--- config.mk ---
export PLATFORM = sky130hd
export DESIGN_NAME = jt89_cic_mix
export DESIGN_NICKNAME = d
export VERILOG_FILES = /design/src/rtl/jt89_cic_pkg.sv /design/src/rtl/jt89_cic_stage.sv /design/src/rtl/jt89_cic_mix.sv
export SDC_FILE = /design/constraint.sdc
export NUM_CORES = 1
export LEC_CHECK = 0
export ABC_AREA = 1
export BUFFER_PORTS_ARGS = -buffer_cell sky130_fd_sc_hd__buf_2
export CAP_MARGIN = 20
export CORE_UTILIZATION = 50
export CTS_BUF_LIST = sky130_fd_sc_hd__clkbuf_8
export DETAILED_ROUTE_END_ITERATION = 12
export PLACE_DENSITY = 0.64
export SYNTH_ARGS = -nofsm -noshare
export SYNTH_HDL_FRONTEND = slang
export SYNTH_HIERARCHICAL = 1
export SYNTH_SLANG_ARGS = --single-unit
--- constraint.sdc ---
create_clock -name clk -period 5.8 [get_ports clk]
set_input_delay 0.29 -clock clk [delete_from_list [all_inputs] [get_ports clk]]
set_output_delay 0.29 -clock clk [all_outputs]
set_load 0.01 [all_outputs]
--- src/rtl/jt89_cic_pkg.sv ---
// Shared width helpers, stage-mode type and output saturation for the jt89
// mixer / CIC interpolator.
package jt89_cic_pkg;

  typedef enum logic {STG_COMB, STG_INTEG} stage_mode_e;

  function automatic int clog2(input int n);
    int r;
    r = 0;
    while ((1 << r) < n) r++;
    return r;
  endfunction

  // Mixer sum width: enough headroom for NCH full-scale channels.
  function automatic int sw_w(input int cw, input int nch);
    return cw + clog2(nch);
  endfunction

  // Integrator width: CIC growth of R^ORDER plus a sign bit.
  function automatic int iw_w(input int cw, input int nch, input int order, input int rlog);
    return sw_w(cw, nch) + order * rlog + 1;
  endfunction

  // Zero-stuffed CIC has DC gain R^(ORDER-1); this shift removes it.
  function automatic int gsh_w(input int order, input int rlog);
    return (order - 1) * rlog;
  endfunction

  function automatic logic [31:0] sat_u(input logic signed [63:0] v, input int ow);
    logic signed [63:0] maxv;
    maxv = (64'sd1 <<< ow) - 64'sd1;
    if (v < 64'sd0)
      return '0;
    else if (v > maxv)
      return maxv[31:0];
    else
      return v[31:0];
  endfunction

endpackage

--- src/rtl/jt89_cic_stage.sv ---
// One CIC cell: a comb (difference against the previous input) or an
// integrator (running sum), modular W-bit arithmetic, advancing on en.
module jt89_cic_stage
  import jt89_cic_pkg::*;
#(
  parameter int          W    = 16,
  parameter stage_mode_e MODE = STG_COMB
)(
  input  logic         clk,
  input  logic         rst,
  input  logic         en,
  input  logic [W-1:0] din,
  output logic [W-1:0] dout
);

  if (MODE == STG_COMB) begin : g_comb
    logic [W-1:0] dly;
    always_ff @(posedge clk or negedge rst) begin
      if (!rst) begin
        dout <= '0;
        dly  <= '0;
      end else if (en) begin
        dout <= din - dly;
        dly  <= din;
      end
    end
  end else begin : g_integ
    // Wrap-around is part of CIC operation; never saturate here.
    always_ff @(posedge clk or negedge rst) begin
      if (!rst)
        dout <= '0;
      else if (en)
        dout <= dout + din;
    end
  end

endmodule

--- src/rtl/jt89_cic_mix.sv ---
// jt89 PSG channel mixer followed by an ORDER-stage CIC interpolator by 2^RLOG,
// gain-normalised and saturated to an OW-bit unsigned sample.
module jt89_cic_mix
  import jt89_cic_pkg::*;
#(
  parameter int NCH   = 4,
  parameter int CW    = 9,
  parameter int ORDER = 2,
  parameter int RLOG  = 4,
  parameter int OW    = 11
)(
  input  logic              clk,
  input  logic              rst,
  input  logic              cen,
  input  logic [NCH*CW-1:0] chan,
  input  logic [NCH-1:0]    mute,
  output logic              cen_lo,
  output logic [OW-1:0]     sound,
  output logic              sound_vld
);

  localparam int SW  = sw_w(CW, NCH);
  localparam int IW  = iw_w(CW, NCH, ORDER, RLOG);
  localparam int GSH = gsh_w(ORDER, RLOG);

  if (NCH < 1 || NCH > 8 || CW < 1 || ORDER < 1 || ORDER > 4 ||
      RLOG < 1 || RLOG > 6 || OW < 1 || OW > 31 || IW > 63) begin : g_bad_param
    $error("jt89_cic_mix: illegal parameter set");
  end

  logic [RLOG-1:0]        phase;
  logic [SW-1:0]          mix, mix_d;
  logic [ORDER:0][IW-1:0] cchain, ichain;
  logic signed [IW-1:0]   lvl;

  assign cen_lo = cen & (&phase);

  always_comb begin
    mix_d = '0;
    for (int k = 0; k < NCH; k++)
      if (!mute[k]) mix_d = mix_d + SW'(chan[k*CW +: CW]);
  end

  // Channels and mute are only looked at on cen_lo, once per low-rate sample.
  always_ff @(posedge clk or negedge rst) begin
    if (!rst) begin
      phase <= '0;
      mix   <= '0;
    end else begin
      if (cen)    phase <= phase + RLOG'(1);
      if (cen_lo) mix   <= mix_d;
    end
  end

  assign cchain[0] = {{(IW-SW){1'b0}}, mix};
  // Zero-stuffing: the comb result enters only on the first tick after cen_lo.
  assign ichain[0] = (phase == '0) ? cchain[ORDER] : '0;

  for (genvar i = 0; i < ORDER; i++) begin : g_cic
    jt89_cic_stage #(.W(IW), .MODE(STG_COMB)) u_comb (
      .clk  (clk),
      .rst  (rst),
      .en   (cen_lo),
      .din  (cchain[i]),
      .dout (cchain[i+1])
    );
    jt89_cic_stage #(.W(IW), .MODE(STG_INTEG)) u_integ (
      .clk  (clk),
      .rst  (rst),
      .en   (cen),
      .din  (ichain[i]),
      .dout (ichain[i+1])
    );
  end

  assign lvl = $signed(ichain[ORDER]) >>> GSH;

  always_ff @(posedge clk or negedge rst) begin
    if (!rst) begin
      sound     <= '0;
      sound_vld <= 1'b0;
    end else begin
      sound_vld <= cen;
      if (cen) sound <= OW'(sat_u({{(64-IW){lvl[IW-1]}}, lvl}, OW));
    end
  end

endmodule

# Word-level counts from Yosys, hierarchy flattened
# Index checks and enable logic that the tools add are counted.
# word_totals
reg_bits	138
inputBits	43
out_inout_bits	13
word_cells	30
# op_classes
n_addsub	8
order_cmp	2
n_mux	7
n_bitwise	1
reduce_logical	2
# ops
cell	n
$mux W11	5
$add A20 B20 Y20	2
$add A11 B9 Y11	3
$mux W20	1
$sub A20 B20 Y20	1
$gt A16 B12 Y1 const B	1
$lt A16 B1 Y1 const B	1
$sub A11 B11 Y12	1
$mux W9	1
$add A4 B1 Y4 const B	1
$logic_not A4 Y1	1
$reduce_and A4 Y1	1
$and A1 B1 Y1	1

# Logic depth before layout (Yosys ltp)
# Gate-level depths: netlist of the first run.
# depth
depth_word	7
depth_mapped	36
ltp_nobuf	35

# Cells and area by module
# The synthesis of the first run kept the hierarchy.
# by_module_without_submodules
mod	instances	cells_each	area_per_inst_um2
jt89_cic_stage (g_cic[0].u_comb ...)	2	381	2683.8
jt89_cic_mix	1	501	3090.5
jt89_cic_stage (g_cic[1].u_integ)	1	295	1919.3
jt89_cic_stage (g_cic[0].u_integ)	1	295	1916.8

# Worst setup path before layout of the first run
# No wires, ideal clock.
# synth_path
path_kind	in2reg
startpoint	in mute[0]
endpoint	reg mix[8]
setup_time_ps	117
arrival_ps	3489
t_required_ps	5683
path_slack_ps	2194
path_stages	33
n_path_buf	1
path_cell_list	inv_2 buf_6 nand3_2 nand2_1 inv_1 ha_1 inv_1 nand2_1 nand2_1 nand3_1 nand2_1 nand2_1 nand2_1 inv_2 ha_1 a21oi_1 nand2_1 a21oi_1 nor2_1 nor2_1 nand2_1 nand2_1 nand2_1 nand2_1 inv_1 ha_1 a21oi_1 nand3_1 xor2_1 o21ai_0 inv_1 nand2_1 nand2_1
# synth_via
elab_chain_cells	7
# synth_lines
item	line	text
start, declared	jt89_cic_mix.sv:16	input logic [NCH-1:0] mute,
$mux W9 *	jt89_cic_mix.sv:41	if (!mute[k]) mix_d = mix_d + SW'(chan[k*CW +: CW]);
$add A11 B9 Y11	jt89_cic_mix.sv:41	
$mux W11 *	jt89_cic_mix.sv:41	
$add A11 B9 Y11	jt89_cic_mix.sv:41	
$mux W11 *	jt89_cic_mix.sv:41	
$add A11 B9 Y11	jt89_cic_mix.sv:41	
$mux W11 *	jt89_cic_mix.sv:41	
end signal, assigned	jt89_cic_mix.sv:51	if (cen_lo) mix <= mix_d;
end, declared	jt89_cic_mix.sv:32	logic [SW-1:0] mix, mix_d;
# Every way passes the cells marked *; elsewhere a longest branch is shown, timed or not.
# A chain may end at the register's enable or synchronous reset.

# Final worst setup path of the first run
# layout_path
startpoint	in mute[0]
endpoint	reg mix[10]
# Same word-level chain as after synthesis.

==> impl_results.html, run 1 <==
<table>
<tr><th>Metric</th><th>Value</th></tr>
<tr><th colspan="2">Critical path</th></tr>
<tr><td>R2R setup slack</td><td>3.13 ns</td></tr>
<tr><td>Worst endpoint data arrival time</td><td>4.23 ns</td></tr>
<tr><td>Critical path start-end classification</td><td>in -&gt; reg</td></tr>
<tr><td>Worst reg2reg startpoint</td><td>phase[0]</td></tr>
<tr><td>Sort of element at the end of the critical path</td><td>flop</td></tr>
<tr><td>Maximum fanout along the worst path</td><td>12</td></tr>
<tr><td>Required time of the worst setup path</td><td>6.16 ns</td></tr>
<tr><td>Endpoint of the worst register-to-register path</td><td>g_cic[0].u_integ/dout[16]</td></tr>
<tr><td>Critical path startpoint category</td><td>input port</td></tr>
<tr><td>Cell count of the worst reg-to-reg path</td><td>15</td></tr>
<tr><th colspan="2">Cells and area</th></tr>
<tr><td>Design area</td><td>0.0134 sq mm</td></tr>
<tr><td>Layout cell share with drive strength beyond 1</td><td>0.0990</td></tr>
<tr><td>Total number of nets in the final design</td><td>2070</td></tr>
<tr><td>Total inserted antenna cells</td><td>0</td></tr>
<tr><td>Filler instances</td><td>2508</td></tr>
<tr><td>Area growth from synthesis to layout</td><td>8.83%</td></tr>
<tr><td>Final Util</td><td>0.552</td></tr>
<tr><th colspan="2">Flow run</th></tr>
<tr><td>Max-cap check violation count</td><td>0</td></tr>
<tr><th colspan="2">Clock network</th></tr>
<tr><td>Total of cells resized after clock tree synthesis</td><td>0</td></tr>
<tr><td>Clock Sinks</td><td>147</td></tr>
<tr><td>Inserted Clock Buffers</td><td>17</td></tr>
<tr><td>Clock-pin slew of the registers on the worst-case setup and hold paths</td><td>0.09 ns</td></tr>
<tr><td>CTS tree</td><td>built</td></tr>
<tr><td>CTS root buffer</td><td>sky130_fd_sc_hd__clkbuf_8</td></tr>
<tr><td>Cts-stage hold buffer count</td><td>1</td></tr>
<tr><td>Insertion delay to the later sink of the worst-skew pair</td><td>0.47 ns</td></tr>
<tr><td>Number of buffers on the longest clock path</td><td>2</td></tr>
<tr><td>H-tree levels</td><td>4</td></tr>
<tr><td>Setup Fix Bufs, Post-CTS</td><td>0</td></tr>
<tr><th colspan="2">Timing</th></tr>
<tr><td>Final number of hold-violating endpoints</td><td>0</td></tr>
<tr><td>Time the worst path needs with I/O delays and setup</td><td>3.88 ns</td></tr>
<tr><td>Transition time at the pin with the least slew margin</td><td>0.929 ns</td></tr>
<tr><td>RSZ-0062 raised after global routing</td><td>false</td></tr>
<tr><td>Maximum frequency from static timing analysis</td><td>258 MHz</td></tr>
<tr><td>Final sum of negative setup slack</td><td>0 ns</td></tr>
<tr><td>Portion of the clock cycle consumed by the worst path in the final layout</td><td>0.668</td></tr>
<tr><td>Setup-failing EPs final</td><td>0</td></tr>
<tr><td>Post-Route Skew</td><td>0.0184 ns</td></tr>
<tr><td>Setup slack of the critical path after layout</td><td>1.92 ns</td></tr>
<tr><td>Worst slew margin</td><td>0.380</td></tr>
<tr><td>Max-slew violation count</td><td>0</td></tr>
<tr><th colspan="2">Global route</th></tr>
<tr><td>Maximum number of pins on one net before global-route repair</td><td>95</td></tr>
<tr><td>Aggregate global-route resource usage</td><td>0.240</td></tr>
<tr><td>Vias in the first global route</td><td>10.8k</td></tr>
<tr><td>Number of antenna violations at the first check in global routing</td><td>0</td></tr>
<tr><td>Total global routing overflow</td><td>0</td></tr>
<tr><td>Wire length of the first global-routing pass</td><td>49.9 mm</td></tr>
<tr><th colspan="2">Synth</th></tr>
<tr><td>Number of synthesized register bits</td><td>147</td></tr>
<tr><td>Syn avg cell area</td><td>6.63 sq um</td></tr>
<tr><td>Netlist cell types</td><td>40</td></tr>
<tr><td>Number of instances in the synthesized netlist</td><td>1853</td></tr>
<tr><td>Yosys synthesis warning count</td><td>6</td></tr>
<tr><td>Synth Cell Area</td><td>0.0123 sq mm</td></tr>
<tr><td>Seq/Total Area, Yosys</td><td>0.299</td></tr>
<tr><th colspan="2">Power</th></tr>
<tr><td>Power density cells</td><td>506 mW/mm^2</td></tr>
<tr><td>Flop pwr share</td><td>0.273</td></tr>
<tr><td>Switching power total</td><td>3320 uW</td></tr>
<tr><td>IR Drop Worst-Case VDD</td><td>0.290 mV</td></tr>
<tr><td>Pint</td><td>3450 uW</td></tr>
<tr><td>Switching Share</td><td>0.491</td></tr>
<tr><td>Static power due to leakage</td><td>0.00750 uW</td></tr>
<tr><td>Power share of the combinational group</td><td>0.594</td></tr>
<tr><td>Clock share of power</td><td>0.133</td></tr>
<tr><th colspan="2">Placed design</th></tr>
<tr><td>GPL Wtd Cong</td><td>0.931</td></tr>
<tr><td>Number of I/O port buffers</td><td>55</td></tr>
<tr><td>Standard cell area after detailed placement</td><td>0.0129 sq mm</td></tr>
<tr><td>Worst setup slack after placement</td><td>1.48 ns</td></tr>
<tr><td>Half-perimeter wire length after placement</td><td>23.0 mm</td></tr>
<tr><th colspan="2">Floorplanning</th></tr>
<tr><td>I/O pins</td><td>56</td></tr>
<tr><td>Die Outline Area</td><td>0.0252 sq mm</td></tr>
<tr><td>Initial core utilization</td><td>0.507</td></tr>
<tr><td>Die boundary height</td><td>159 um</td></tr>
<tr><td>Die width</td><td>159 um</td></tr>
<tr><td>Total number of placement rows</td><td>57</td></tr>
<tr><td>Area of the core</td><td>0.0242 sq mm</td></tr>
<tr><th colspan="2">Routing</th></tr>
<tr><td>DR WL met3</td><td>645 um</td></tr>
<tr><td>Count of nets left with antenna violations after detail routing</td><td>0</td></tr>
<tr><td>Drt initial violations</td><td>571</td></tr>
<tr><td>Total number of vias</td><td>11.3k</td></tr>
<tr><td>WL met1</td><td>13.7 mm</td></tr>
<tr><td>WL per Instance</td><td>13.0 um</td></tr>
<tr><td>Total routed wirelength</td><td>29.2 mm</td></tr>
<tr><td>Number of vias per cell after detailed routing</td><td>5.02</td></tr>
<tr><td>Wire length on met2</td><td>14.3 mm</td></tr>
<tr><td>Highest signal layer in the routed design</td><td>met4</td></tr>
<tr><td>First-pass detailed-route iteration total</td><td>5</td></tr>
<tr><td>Post-route DRC violation count</td><td>0</td></tr>
<tr><th colspan="2">Worst hold path</th></tr>
<tr><td>Worst hold stages</td><td>3</td></tr>
<tr><td>Class of the most critical hold timing path</td><td>in -&gt; reg</td></tr>
<tr><td>Capture endpoint of the worst hold path</td><td>mix[0]</td></tr>
<tr><td>Hold Path Origin</td><td>mute[3]</td></tr>
<tr><th colspan="2">Status</th></tr>
<tr><td>Result of the run</td><td>complete, no violations</td></tr>
</table>
[final cells by class]
type                            count  area, sq um  share of cell area
Clock inverter                     15          196              0.0147
Clock buffer                       17          234              0.0175
Tap cell                          324          405              0.0303
Sequential cell                   147         3680               0.275
Multi-Input combinational cell   1426         7540               0.564
Inverter                          263          987              0.0738
Timing Repair Buffer               62          337              0.0252
[synthesized netlist by cell type]
| library cell | n | area [sq um] |
|---|---|---|
| sky130_fd_sc_hd__clkbuf_1 | 15 | 56.3 |
| sky130_fd_sc_hd__and2_1 | 9 | 56.3 |
| sky130_fd_sc_hd__nand2_4 | 1 | 11.3 |
| sky130_fd_sc_hd__nand3_2 | 20 | 200 |
| sky130_fd_sc_hd__ha_1 | 104 | 1300 |
| sky130_fd_sc_hd__a21oi_1 | 74 | 370 |
| sky130_fd_sc_hd__nor3_1 | 10 | 50.1 |
| sky130_fd_sc_hd__or4_1 | 1 | 7.51 |
| sky130_fd_sc_hd__o21bai_1 | 7 | 52.6 |
| sky130_fd_sc_hd__nand3_1 | 132 | 661 |
| sky130_fd_sc_hd__o21a_1 | 2 | 15.0 |
| sky130_fd_sc_hd__nand3_4 | 1 | 17.5 |
| sky130_fd_sc_hd__o21ai_0 | 91 | 455 |
| sky130_fd_sc_hd__buf_1 | 2 | 7.51 |
| sky130_fd_sc_hd__o21ai_2 | 1 | 8.76 |
| sky130_fd_sc_hd__or2_2 | 1 | 6.26 |
| sky130_fd_sc_hd__a21oi_2 | 8 | 70.1 |
| sky130_fd_sc_hd__xnor2_1 | 34 | 298 |
| sky130_fd_sc_hd__dfrtp_1 | 147 | 3680 |
| sky130_fd_sc_hd__buf_6 | 1 | 11.3 |
| sky130_fd_sc_hd__clkinv_1 | 2 | 7.51 |
| sky130_fd_sc_hd__nand4_1 | 12 | 75.1 |
| sky130_fd_sc_hd__nand2_2 | 32 | 200 |
| sky130_fd_sc_hd__inv_1 | 249 | 935 |
| sky130_fd_sc_hd__nor2_2 | 18 | 113 |
| sky130_fd_sc_hd__nand2_1 | 660 | 2480 |
| sky130_fd_sc_hd__conb_1 | 1 | 3.75 |
| sky130_fd_sc_hd__inv_2 | 12 | 45.0 |
| sky130_fd_sc_hd__nor2_4 | 1 | 11.3 |
| sky130_fd_sc_hd__nand3b_1 | 22 | 165 |
| sky130_fd_sc_hd__fa_1 | 6 | 120 |
| sky130_fd_sc_hd__a21o_1 | 3 | 22.5 |
| sky130_fd_sc_hd__o21bai_2 | 1 | 11.3 |
| sky130_fd_sc_hd__a31o_2 | 1 | 8.76 |
| sky130_fd_sc_hd__o21ai_1 | 22 | 110 |
| sky130_fd_sc_hd__a211oi_1 | 1 | 7.51 |
| sky130_fd_sc_hd__xor2_1 | 12 | 105 |
| sky130_fd_sc_hd__buf_2 | 16 | 80.1 |
| sky130_fd_sc_hd__nor2_1 | 118 | 443 |
| sky130_fd_sc_hd__a31oi_1 | 3 | 18.8 |
[logic make-up after synthesis]
kind of cell,count (synthesis),share of synthesized area
other,1,0.000305
buffers and inverters,297,0.0929
AOI/OAI and AO/OA,214,0.0936
and+or+nand+nor,1038,0.366
xor gates and xnor gates,46,0.0328
adders and majority gates,110,0.116
DFF,147,0.299
[routing by layer]
metal | vias to the layer above | global-route usage
met1 | 5155 | 0.302
li1 | 5968 | -
met5 | - | 0
met2 | 144 | 0.424
met4 | 0 | 0.0781
met3 | 39 | 0.0303
[worst max-delay path, cell delays in order]
cell	delay (ns)
sky130_fd_sc_hd__buf_2	0.14
sky130_fd_sc_hd__inv_2	0.22
sky130_fd_sc_hd__nand3_2	0.16
sky130_fd_sc_hd__nand2_1	0.12
sky130_fd_sc_hd__inv_1	0.05
sky130_fd_sc_hd__ha_1	0.18
sky130_fd_sc_hd__inv_1	0.06
sky130_fd_sc_hd__nand2_1	0.08
sky130_fd_sc_hd__nand3_1	0.08
sky130_fd_sc_hd__nand3_1	0.07
sky130_fd_sc_hd__o21ai_0	0.18
sky130_fd_sc_hd__ha_1	0.37
sky130_fd_sc_hd__a21o_1	0.21
sky130_fd_sc_hd__a31oi_1	0.20
sky130_fd_sc_hd__xor2_1	0.17
sky130_fd_sc_hd__o21a_1	0.14
sky130_fd_sc_hd__inv_1	0.04
sky130_fd_sc_hd__ha_1	0.30
sky130_fd_sc_hd__inv_1	0.07
sky130_fd_sc_hd__o21ai_0	0.37
sky130_fd_sc_hd__nand4_1	0.14
sky130_fd_sc_hd__nand3_1	0.14
sky130_fd_sc_hd__a21oi_1	0.08
sky130_fd_sc_hd__nor2_1	0.13
sky130_fd_sc_hd__nand3_1	0.09
sky130_fd_sc_hd__nand3_1	0.10
sky130_fd_sc_hd__nand2_1	0.05
[power by group through the flow]
stage | Clock, uW | Sequential (uW) | Combinational, uW
after floorplan | 0 | 1750 | 3190
final | 898 | 1850 | 4030
after global routing | 957 | 1910 | 4630
after CTS | 924 | 1850 | 4030
after detailed placement | 0 | 1870 | 4010
after global placement | 0 | 1860 | 3950
[stage by stage]
stage / instances / hold slack (ns) / power, uW
2_1_floorplan: 1870 / -0.00559 / 4950
3_3_place_gp: 2221 / 0.444 / 5810
3_5_place_dp: 2221 / 0.444 / 5880
4_1_cts: 2254 / 0.169 / 6810
5_1_grt: 2254 / 0.209 / 7500
6_report: 2254 / 0.203 / 6770
[registers in the layout, summed over array words and instances, names as in the netlist]
signal                   flops
mix                         11
g_cic.u_comb/dout           40
sound                       11
g_cic.u_integ/dout          40
phase                        4
g_cic.u_comb/g_comb.dly     40
sound_vld                    1
[how the worst max path moves through the flow]
stage	from	end
after floorplan	mute[0]	mix[8]
after global placement	mute[0]	mix[8]
after detailed placement	mute[0]	mix[10]
after CTS	mute[0]	mix[10]
after global routing	mute[0]	mix[10]
final	mute[0]	mix[10]
[placed cells by master, fill, tap and decap left out, types with 2 or more instances in the layout]
master	netlist	routed
sky130_fd_sc_hd__a21o_1	3	3
sky130_fd_sc_hd__a21oi_1	74	74
sky130_fd_sc_hd__a21oi_2	8	8
sky130_fd_sc_hd__a31oi_1	3	3
sky130_fd_sc_hd__and2_1	9	9
sky130_fd_sc_hd__buf_2	16	54
sky130_fd_sc_hd__buf_4	0	6
sky130_fd_sc_hd__bufinv_16	0	3
sky130_fd_sc_hd__clkbuf_8	0	17
sky130_fd_sc_hd__clkinv_1	2	2
sky130_fd_sc_hd__clkinvlp_4	0	3
sky130_fd_sc_hd__conb_1	1	18
sky130_fd_sc_hd__dfrtp_1	147	147
sky130_fd_sc_hd__fa_1	6	6
sky130_fd_sc_hd__ha_1	104	104
sky130_fd_sc_hd__inv_1	249	249
sky130_fd_sc_hd__inv_2	12	12
sky130_fd_sc_hd__inv_6	0	6
sky130_fd_sc_hd__inv_8	0	2
sky130_fd_sc_hd__nand2_1	660	660
sky130_fd_sc_hd__nand2_2	32	32
sky130_fd_sc_hd__nand3_1	132	132
sky130_fd_sc_hd__nand3_2	20	20
sky130_fd_sc_hd__nand3b_1	22	22
sky130_fd_sc_hd__nand4_1	12	12
sky130_fd_sc_hd__nor2_1	118	118
sky130_fd_sc_hd__nor2_2	18	18
sky130_fd_sc_hd__nor3_1	10	9
sky130_fd_sc_hd__o21a_1	2	2
sky130_fd_sc_hd__o21ai_0	91	91
sky130_fd_sc_hd__o21ai_1	22	22
sky130_fd_sc_hd__o21bai_1	7	7
sky130_fd_sc_hd__xnor2_1	34	34
sky130_fd_sc_hd__xor2_1	12	12
(Power assumes the default switching activity.)
==> run 2, diff against run 1 <==
--- a/config.mk
+++ b/config.mk
@@ -11,7 +11,7 @@
 export CORE_UTILIZATION = 50
 export CTS_BUF_LIST = sky130_fd_sc_hd__clkbuf_8
 export DETAILED_ROUTE_END_ITERATION = 12
-export PLACE_DENSITY = 0.64
+export PLACE_DENSITY = 0.67
 export SYNTH_ARGS = -nofsm -noshare
 export SYNTH_HDL_FRONTEND = slang
 export SYNTH_HIERARCHICAL = 1
==> constraint.sdc (replaced) <==
create_clock -name clk -period 3.4 [get_ports clk]
set_input_delay 0.17 -clock clk [delete_from_list [all_inputs] [get_ports clk]]
set_output_delay 0.17 -clock clk [all_outputs]
set_load 0.01 [all_outputs]
==> run 2 against run 1 <==
  * Wire length grew 1.8%
  * Sequential power is 70% higher
  * Hold slack worse by 0.13 ns
  * Global-route usage grew 0.37 points
  * Core utilization is 2.7 points higher
  * Total power rose by 70%
  * Highest routed layer unchanged
==> impl_results.html, run 2 (same netlist as run 1, synthesis figures left out) <==
<table>
<tr><th>Metric</th><th>Value</th></tr>
<tr><th colspan="2">Critical path</th></tr>
<tr><td>Required time of the worst setup path</td><td>3.76 ns (-2.40 ns)</td></tr>
<tr><td>CP most frequent cell</td><td>sky130_fd_sc_hd__nand2_1</td></tr>
<tr><td>Critical path start-end classification</td><td>in -&gt; reg</td></tr>
<tr><td>Worst path buffer plus inverter count</td><td>5 (-1)</td></tr>
<tr><td>Critical path startpoint category</td><td>input port</td></tr>
<tr><td>Maximum fanout along the worst path</td><td>6 (-6)</td></tr>
<tr><td>Sort of element at the end of the critical path</td><td>flop</td></tr>
<tr><td>Worst endpoint data arrival time</td><td>3.48 ns (-0.75 ns)</td></tr>
<tr><td>Critical path's slowest cell</td><td>sky130_fd_sc_hd__ha_4</td></tr>
<tr><td>Critical path's top delay family</td><td>simple AND/OR/NAND/NOR gates</td></tr>
<tr><td>Max incr delay on CP</td><td>0.28 ns (-0.09 ns)</td></tr>
<tr><th colspan="2">Floorplanning</th></tr>
<tr><td>I/O pins</td><td>56 (unchanged)</td></tr>
<tr><td>Initial core utilization</td><td>0.507 (unchanged)</td></tr>
<tr><td>Die Outline Area</td><td>0.0252 sq mm (unchanged)</td></tr>
<tr><td>Area of the core</td><td>0.0242 sq mm (unchanged)</td></tr>
<tr><td>Total number of placement rows</td><td>57 (unchanged)</td></tr>
<tr><td>Die width</td><td>159 um (unchanged)</td></tr>
<tr><td>Die boundary height</td><td>159 um (unchanged)</td></tr>
<tr><th colspan="2">Timing</th></tr>
<tr><td>Final number of hold-violating endpoints</td><td>0 (unchanged)</td></tr>
<tr><td>Final sum of negative setup slack</td><td>0 ns (unchanged)</td></tr>
<tr><td>Time the worst path needs with I/O delays and setup</td><td>3.13 ns</td></tr>
<tr><td>Worst slew margin</td><td>0.368 (-0.0118)</td></tr>
<tr><td>Max-slew violation count</td><td>0 (unchanged)</td></tr>
<tr><td>Portion of the clock cycle consumed by the worst path in the final layout</td><td>0.920</td></tr>
<tr><td>RSZ-0062 raised after global routing</td><td>true</td></tr>
<tr><td>Setup-failing EPs final</td><td>0 (unchanged)</td></tr>
<tr><td>Post-Route Skew</td><td>0.0217 ns (+0.00334 ns)</td></tr>
<tr><td>Setup slack of the critical path after layout</td><td>0.273 ns (-1.65 ns)</td></tr>
<tr><td>Maximum frequency from static timing analysis</td><td>320 MHz</td></tr>
<tr><td>Transition time at the pin with the least slew margin</td><td>0.948 ns (+0.0187 ns)</td></tr>
<tr><th colspan="2">Power</th></tr>
<tr><td>Power after layout</td><td>11500 uW (+70%)</td></tr>
<tr><td>Power share of the combinational group</td><td>0.612 (+0.018)</td></tr>
<tr><td>Clock share of power</td><td>0.115 (-0.018)</td></tr>
<tr><td>Switching Share</td><td>0.489 (-0.00225)</td></tr>
<tr><td>Static power due to leakage</td><td>0.00785 uW (+4.6%)</td></tr>
<tr><td>Switching power total</td><td>5630 uW (+69%)</td></tr>
<tr><td>Flop pwr share</td><td>0.273 (about the same)</td></tr>
<tr><td>Pint</td><td>5900 uW (+71%)</td></tr>
<tr><td>Power density cells</td><td>822 mW/mm^2 (+62%)</td></tr>
<tr><td>IR Drop Worst-Case VDD</td><td>0.558 mV (+93%)</td></tr>
<tr><th colspan="2">Routing</th></tr>
<tr><td>Total number of vias</td><td>11.6k (+2.8%)</td></tr>
<tr><td>Number of vias per cell after detailed routing</td><td>4.99 (-0.52%)</td></tr>
<tr><td>Drt initial violations</td><td>709 (+24%)</td></tr>
<tr><td>Total routed wirelength</td><td>29.8 mm (+1.8%)</td></tr>
<tr><td>First-pass detailed-route iteration total</td><td>5 (unchanged)</td></tr>
<tr><td>WL per Instance</td><td>12.8 um (-1.5%)</td></tr>
<tr><td>Count of nets left with antenna violations after detail routing</td><td>0 (unchanged)</td></tr>
<tr><td>Post-route DRC violation count</td><td>0 (unchanged)</td></tr>
<tr><th colspan="2">Cells and area</th></tr>
<tr><td>Largest registers</td><td>g_cic.u_comb/dout: 40 flops, g_cic.u_comb/g_comb.dly: 40 flops, g_cic.u_integ/dout: 40 flops</td></tr>
<tr><td>Layout cell share with drive strength beyond 1</td><td>0.145 (+0.0462)</td></tr>
<tr><td>Number of standard cells in the final layout excluding fillers</td><td>2328 (+3.3%)</td></tr>
<tr><td>Most used cells in the layout excluding fill and tap cells</td><td>sky130_fd_sc_hd__nand2_1 (654), sky130_fd_sc_hd__inv_1 (250), sky130_fd_sc_hd__dfrtp_1 (147)</td></tr>
<tr><td>Leading cell type in the layout, fill and taps excluded</td><td>sky130_fd_sc_hd__nand2_1</td></tr>
<tr><td>Filler instances</td><td>2411 (-3.9%)</td></tr>
<tr><td>Total inserted antenna cells</td><td>0 (unchanged)</td></tr>
<tr><td>Area growth from synthesis to layout</td><td>14.1%</td></tr>
<tr><td>Total number of nets in the final design</td><td>2145 (+3.6%)</td></tr>
<tr><th colspan="2">Worst hold path</th></tr>
<tr><td>Class of the most critical hold timing path</td><td>in -&gt; reg</td></tr>
<tr><th colspan="2">Clock network</th></tr>
<tr><td>CTS root buffer</td><td>sky130_fd_sc_hd__clkbuf_8</td></tr>
<tr><td>CTS tree</td><td>built</td></tr>
<tr><td>Clock Sinks</td><td>147 (unchanged)</td></tr>
<tr><td>Inserted Clock Buffers</td><td>17 (unchanged)</td></tr>
<tr><td>Number of buffers on the longest clock path</td><td>2 (unchanged)</td></tr>
<tr><td>H-tree levels</td><td>4 (unchanged)</td></tr>
<tr><td>Insertion delay to the later sink of the worst-skew pair</td><td>0.46 ns (about the same)</td></tr>
<tr><td>Clock-pin slew of the registers on the worst-case setup and hold paths</td><td>0.09 ns (about the same)</td></tr>
<tr><th colspan="2">Global route</th></tr>
<tr><td>Aggregate global-route resource usage</td><td>0.244 (+0.00366)</td></tr>
<tr><td>Vias in the first global route</td><td>11.3k (+4.6%)</td></tr>
<tr><td>Number of antenna violations at the first check in global routing</td><td>0 (unchanged)</td></tr>
<tr><td>Wire length of the first global-routing pass</td><td>51.1 mm (+2.3%)</td></tr>
<tr><td>Maximum number of pins on one net before global-route repair</td><td>101 (+6.3%)</td></tr>
<tr><td>Total global routing overflow</td><td>0 (unchanged)</td></tr>
<tr><th colspan="2">Placed design</th></tr>
<tr><td>Half-perimeter wire length after placement</td><td>23.5 mm (+2.3%)</td></tr>
<tr><td>Number of I/O port buffers</td><td>55 (unchanged)</td></tr>
<tr><td>GPL Wtd Cong</td><td>0.898 (-3.6%)</td></tr>
<tr><td>Number of placed cells counting well taps</td><td>2295 (+3.3%)</td></tr>
<tr><td>Worst setup slack after placement</td><td>-0.370 ns (-1.85 ns)</td></tr>
<tr><th colspan="2">Flow run</th></tr>
<tr><td>Max-cap check violation count</td><td>0 (unchanged)</td></tr>
<tr><th colspan="2">Status</th></tr>
<tr><td>Result of the run</td><td>complete, no violations</td></tr>
</table>
-- run 2: changes by cell type in the layout (fill, tap and decap cells not counted), moves of 6 or more --
cell | before | now
sky130_fd_sc_hd__buf_4 | 6 | 81
sky130_fd_sc_hd__ha_1 | 104 | 98
sky130_fd_sc_hd__nand2_2 | 32 | 38
sky130_fd_sc_hd__a21oi_1 | 74 | 68
sky130_fd_sc_hd__nand2_1 | 660 | 654
sky130_fd_sc_hd__o21ai_0 | 91 | 84
-- run 2: timing repair --
| action | CTS | global route |
|---|---|---|
| hold buffers | 1 | 0 |
| endpoints found under the hold margin | 97 | 0 |
| gates resized for setup | 0 | 36 |
| buffers inserted | 0 | 1 |
| setup endpoints to repair | 0 | 8 |
-- run 2: metrics by stage --
step	instance area [sq um]	utilization	hold WS (ns)
3_5_place_dp	13500	0.557	0.332
4_1_cts	13900	0.572	0.0563
3_3_place_gp	13500	0.557	0.344
5_1_grt	14000	0.579	0.0892
2_1_floorplan	12400	-	-0.126
6_report	14000	0.579	0.0774
-- run 2: layer usage --
metal | vias to the layer above | track usage | share of wire
met5 | - | 0 | 0
met4 | 0 | 0.0794 | 0.024
met3 | 37 | 0.0311 | 0.025
met2 | 144 | 0.431 | 0.48
met1 | 5319 | 0.307 | 0.47
li1 | 6117 | - | -
-- run 2: worst reg2reg max path, delay by kind of cell, from the launching register on --
family	cells	cell delay, ns
and+or+nand+nor	10	1.18
adders and majority gates	3	0.91
DFF	1	0.41
buffers and inverters	1	0.06
-- run 2: power by group through the flow --
| stage | Combinational, uW | Clock, uW | Sequential (uW) |
|---|---|---|---|
| after floorplan | 5450 | 0 | 2990 |
| after global placement | 6810 | 0 | 3170 |
| after global routing | 8080 | 1440 | 3250 |
| final | 7050 | 1330 | 3150 |
| after CTS | 6990 | 1360 | 3160 |
| after detailed placement | 6940 | 0 | 3180 |
-- run 2: area by class of cell --
type,instances,area [sq um],share of cell area
sequential,147,3680,0.262
tap,324,405,0.0289
clock inverter,12,110,0.00785
multi-input combinational,1426,7680,0.548
clock buffer,19,262,0.0186
inverter,263,990,0.0705
timing repair buffer,137,902,0.0643
-- run 2: final timing paths --
| kind | start | to | slack, ns | cells after the start |
|---|---|---|---|---|
| setup / recovery | mute[0] | mix[9] | 0.27 | 29 |
| hold / removal | cen | phase[2] | 0.08 | 4 |
| hold reg to reg | g_cic[1].u_comb/dout[17] | g_cic[1].u_comb/dout[17] | 0.48 | 2 |
| setup reg to reg | phase[0] | g_cic[0].u_integ/dout[16] | 0.74 | 14 |
| min in group asynchronous | rst | g_cic[1].u_integ/dout[4] | 0.35 | 2 |
| max in group asynchronous | rst | g_cic[1].u_comb/g_comb.dly[13] | 2.16 | 3 |
==> run 3, diff against run 2 <==
--- a/config.mk
+++ b/config.mk
@@ -9,7 +9,6 @@
 export BUFFER_PORTS_ARGS = -buffer_cell sky130_fd_sc_hd__buf_2
 export CAP_MARGIN = 20
 export CORE_UTILIZATION = 50
-export CTS_BUF_LIST = sky130_fd_sc_hd__clkbuf_8
 export DETAILED_ROUTE_END_ITERATION = 12
 export PLACE_DENSITY = 0.67
 export SYNTH_ARGS = -nofsm -noshare
==> run 3 against run 2 <==
  * Critical path type unchanged
  * Clock power grew 36%
  * Combinational power is essentially flat
  * Non-clock buffer count down 1
  * Die area stayed put
  * Count of clock-buffer cells in the layout up 1
  * Critical endpoint is now mix[10]
  * Total power grew 4.6%
  * Core utilization is 0.94 points higher
  * Design area is 1.6% higher
==> impl_results.html, run 3 (same netlist as run 1, synthesis figures left out) <==
<table>
<tr><th>Metric</th><th>Value</th></tr>
<tr><th colspan="2">Power</th></tr>
<tr><td>Power after layout</td><td>12100 uW (+4.6%)</td></tr>
<tr><td>Static power due to leakage</td><td>0.00793 uW (+1.1%)</td></tr>
<tr><td>Power density cells</td><td>846 mW/mm^2 (+2.9%)</td></tr>
<tr><td>IR Drop Worst-Case VDD</td><td>0.554 mV (-0.67%)</td></tr>
<tr><th colspan="2">Clock network</th></tr>
<tr><td>Clock Sinks</td><td>147 (unchanged)</td></tr>
<tr><td>Setup Fix Bufs, Post-CTS</td><td>0 (unchanged)</td></tr>
<tr><td>Inserted Clock Buffers</td><td>17 (unchanged)</td></tr>
<tr><td>H-tree levels</td><td>4 (unchanged)</td></tr>
<tr><td>CTS root buffer</td><td>sky130_fd_sc_hd__clkbuf_16</td></tr>
<tr><td>Clock-pin slew of the registers on the worst-case setup and hold paths</td><td>0.07 ns (-0.02 ns)</td></tr>
<tr><td>Number of buffers on the longest clock path</td><td>2 (unchanged)</td></tr>
<tr><td>Insertion delay to the later sink of the worst-skew pair</td><td>0.43 ns (-0.03 ns)</td></tr>
<tr><td>CTS tree</td><td>built</td></tr>
<tr><th colspan="2">Floorplanning</th></tr>
<tr><td>Total number of placement rows</td><td>57 (unchanged)</td></tr>
<tr><td>Die width</td><td>159 um (unchanged)</td></tr>
<tr><td>Die boundary height</td><td>159 um (unchanged)</td></tr>
<tr><td>I/O pins</td><td>56 (unchanged)</td></tr>
<tr><td>Initial core utilization</td><td>0.507 (unchanged)</td></tr>
<tr><td>Area of the core</td><td>0.0242 sq mm (unchanged)</td></tr>
<tr><td>Die Outline Area</td><td>0.0252 sq mm (unchanged)</td></tr>
<tr><th colspan="2">Placed design</th></tr>
<tr><td>Half-perimeter wire length after placement</td><td>23.5 mm (unchanged)</td></tr>
<tr><td>Worst setup slack after placement</td><td>-0.370 ns (unchanged)</td></tr>
<tr><td>Number of placed cells counting well taps</td><td>2295 (unchanged)</td></tr>
<tr><td>Number of I/O port buffers</td><td>55 (unchanged)</td></tr>
<tr><td>GPL Wtd Cong</td><td>0.898 (unchanged)</td></tr>
<tr><th colspan="2">Global route</th></tr>
<tr><td>Wire length of the first global-routing pass</td><td>51.7 mm (+1.1%)</td></tr>
<tr><td>Met3 capacity usage during global routing</td><td>0.0363 (+0.00522)</td></tr>
<tr><td>Met2 demand-to-capacity share in global routing</td><td>0.439 (+0.00857)</td></tr>
<tr><td>Aggregate global-route resource usage</td><td>0.248 (+0.00381)</td></tr>
<tr><td>Gr busiest metal</td><td>met2</td></tr>
<tr><td>Number of antenna violations at the first check in global routing</td><td>0 (unchanged)</td></tr>
<tr><td>Total global routing overflow</td><td>0 (unchanged)</td></tr>
<tr><td>Met1 track demand over resource in global routing</td><td>0.309 (+0.00217)</td></tr>
<tr><td>Vias in the first global route</td><td>11.4k (+0.74%)</td></tr>
<tr><td>Maximum number of pins on one net before global-route repair</td><td>101 (unchanged)</td></tr>
<tr><th colspan="2">Cells and area</th></tr>
<tr><td>Largest registers</td><td>g_cic.u_comb/dout: 40 flops, g_cic.u_comb/g_comb.dly: 40 flops, g_cic.u_integ/dout: 40 flops</td></tr>
<tr><td>Area growth from synthesis to layout</td><td>16.0%</td></tr>
<tr><td>Leading cell type in the layout, fill and taps excluded</td><td>sky130_fd_sc_hd__nand2_1</td></tr>
<tr><td>Total number of nets in the final design</td><td>2144 (-0.047%)</td></tr>
<tr><td>Layout cell share with drive strength beyond 1</td><td>0.148 (+0.00257)</td></tr>
<tr><td>Number of standard cells in the final layout excluding fillers</td><td>2327 (-0.043%)</td></tr>
<tr><td>Most used cells in the layout excluding fill and tap cells</td><td>sky130_fd_sc_hd__nand2_1 (653), sky130_fd_sc_hd__inv_1 (249), sky130_fd_sc_hd__dfrtp_1 (147)</td></tr>
<tr><td>Total inserted antenna cells</td><td>0 (unchanged)</td></tr>
<tr><th colspan="2">Routing</th></tr>
<tr><td>Count of nets left with antenna violations after detail routing</td><td>0 (unchanged)</td></tr>
<tr><td>WL per Instance</td><td>12.9 um (+1.3%)</td></tr>
<tr><td>Number of vias per cell after detailed routing</td><td>5.02 (+0.65%)</td></tr>
<tr><td>Post-route DRC violation count</td><td>0 (unchanged)</td></tr>
<tr><td>Drt initial violations</td><td>627 (-12%)</td></tr>
<tr><td>Total number of vias</td><td>11.7k (+0.61%)</td></tr>
<tr><td>First-pass detailed-route iteration total</td><td>7 (+2)</td></tr>
<tr><td>Total routed wirelength</td><td>30.1 mm (+1.3%)</td></tr>
<tr><th colspan="2">Critical path</th></tr>
<tr><td>Worst endpoint data arrival time</td><td>3.42 ns (-0.06 ns)</td></tr>
<tr><td>CP most frequent cell</td><td>sky130_fd_sc_hd__nand2_1</td></tr>
<tr><td>Critical path start-end classification</td><td>in -&gt; reg</td></tr>
<tr><td>Max incr delay on CP</td><td>0.21 ns (-0.07 ns)</td></tr>
<tr><td>Maximum fanout along the worst path</td><td>6 (unchanged)</td></tr>
<tr><td>Required time of the worst setup path</td><td>3.72 ns (-0.04 ns)</td></tr>
<tr><td>Critical path startpoint category</td><td>input port</td></tr>
<tr><td>Critical path's slowest cell</td><td>sky130_fd_sc_hd__ha_4</td></tr>
<tr><td>Sort of element at the end of the critical path</td><td>flop</td></tr>
<tr><th colspan="2">Timing</th></tr>
<tr><td>Time the worst path needs with I/O delays and setup</td><td>3.10 ns (-0.0265 ns)</td></tr>
<tr><td>Post-Route Skew</td><td>0.0135 ns (-0.00821 ns)</td></tr>
<tr><td>Setup-failing EPs final</td><td>0 (unchanged)</td></tr>
<tr><td>Transition time at the pin with the least slew margin</td><td>0.949 ns (+0.00110 ns)</td></tr>
<tr><td>Final number of hold-violating endpoints</td><td>0 (unchanged)</td></tr>
<tr><td>Maximum frequency from static timing analysis</td><td>322 MHz (+0.86%)</td></tr>
<tr><td>Worst slew margin</td><td>0.367 (-0.000733)</td></tr>
<tr><td>Portion of the clock cycle consumed by the worst path in the final layout</td><td>0.912 (-0.00780)</td></tr>
<tr><td>Setup slack of the critical path after layout</td><td>0.299 ns (+0.0265 ns)</td></tr>
<tr><td>Max-slew violation count</td><td>0 (unchanged)</td></tr>
<tr><td>RSZ-0062 raised after global routing</td><td>true</td></tr>
<tr><td>Worst hold margin</td><td>0.106 ns (+0.0288 ns)</td></tr>
<tr><td>Final sum of negative setup slack</td><td>0 ns (unchanged)</td></tr>
<tr><th colspan="2">Flow run</th></tr>
<tr><td>Max-cap check violation count</td><td>0 (unchanged)</td></tr>
<tr><th colspan="2">Worst hold path</th></tr>
<tr><td>Class of the most critical hold timing path</td><td>in -&gt; reg</td></tr>
<tr><th colspan="2">Status</th></tr>
<tr><td>Result of the run</td><td>complete, no violations</td></tr>
</table>
==> run 3: cell count changes in the layout (fill, tap and decap cells not counted), sizes merged <==
cell,delta
inv,-1
==> run 3: worst max-delay path, delay by kind of cell <==
kind                       cells  cell delay (ns)
AOI/OAI and AO/OA              6             0.92
and+or+nand+nor               19             1.33
adders and majority gates      3             0.60
buffers and inverters          5             0.39
==> run 3: layout make-up <==
cell class	count	area, sq um
Tap cell	324	405
Multi-Input combinational cell	1426	7730
Clock buffer	20	457
Fill cell	2391	9990
Clock inverter	11	106
Inverter	263	990
Sequential cell	147	3680
Timing Repair Buffer	136	895
==> run 3: stage by stage <==
step	utilization	cell area [sq um]
5_1_grt	0.588	14300
3_5_place_dp	0.557	13500
2_1_floorplan	-	12400
3_3_place_gp	0.557	13500
4_1_cts	0.580	14100
6_report	0.588	14300
==> run 3: path summary, 6_finish.rpt <==
path	from	endpoint	slack [ns]	cells after the start
setup reg to reg	phase[0]	g_cic[0].u_integ/dout[16]	0.70	14
min in group asynchronous	rst	g_cic[1].u_integ/dout[4]	0.40	2
hold / removal	cen	phase[2]	0.11	4
setup / recovery	mute[0]	mix[10]	0.30	33
max in group asynchronous	rst	g_cic[0].u_comb/dout[19]	2.12	3
hold reg to reg	g_cic[1].u_comb/dout[17]	g_cic[1].u_comb/dout[17]	0.48	2
==> run 3: what timing repair did <==
item                       CTS  global route
gates resized for setup      0            44
setup endpoints to repair    0             8
hold endpoints to repair    97             0
hold buffers                 1             0
==> run 3: report_power, final <==
part / internal, uW / leakage, uW / switching, uW
Clock: 1050 / 0.000268 / 769
Sequential: 2560 / 0.00184 / 607
Combinational: 2740 / 0.00582 / 4340
Total: 6340 / 0.00793 / 5720
==> run 3: layer usage <==
| layer | up-vias | wire (um) | share of wire |
|---|---|---|---|
| met4 | 0 | 722 | 0.024 |
| met1 | 5368 | 14200 | 0.47 |
| li1 | 6130 | - | - |
| met2 | 146 | 14600 | 0.48 |
| met3 | 44 | 627 | 0.021 |
| met5 | - | 0 | 0 |
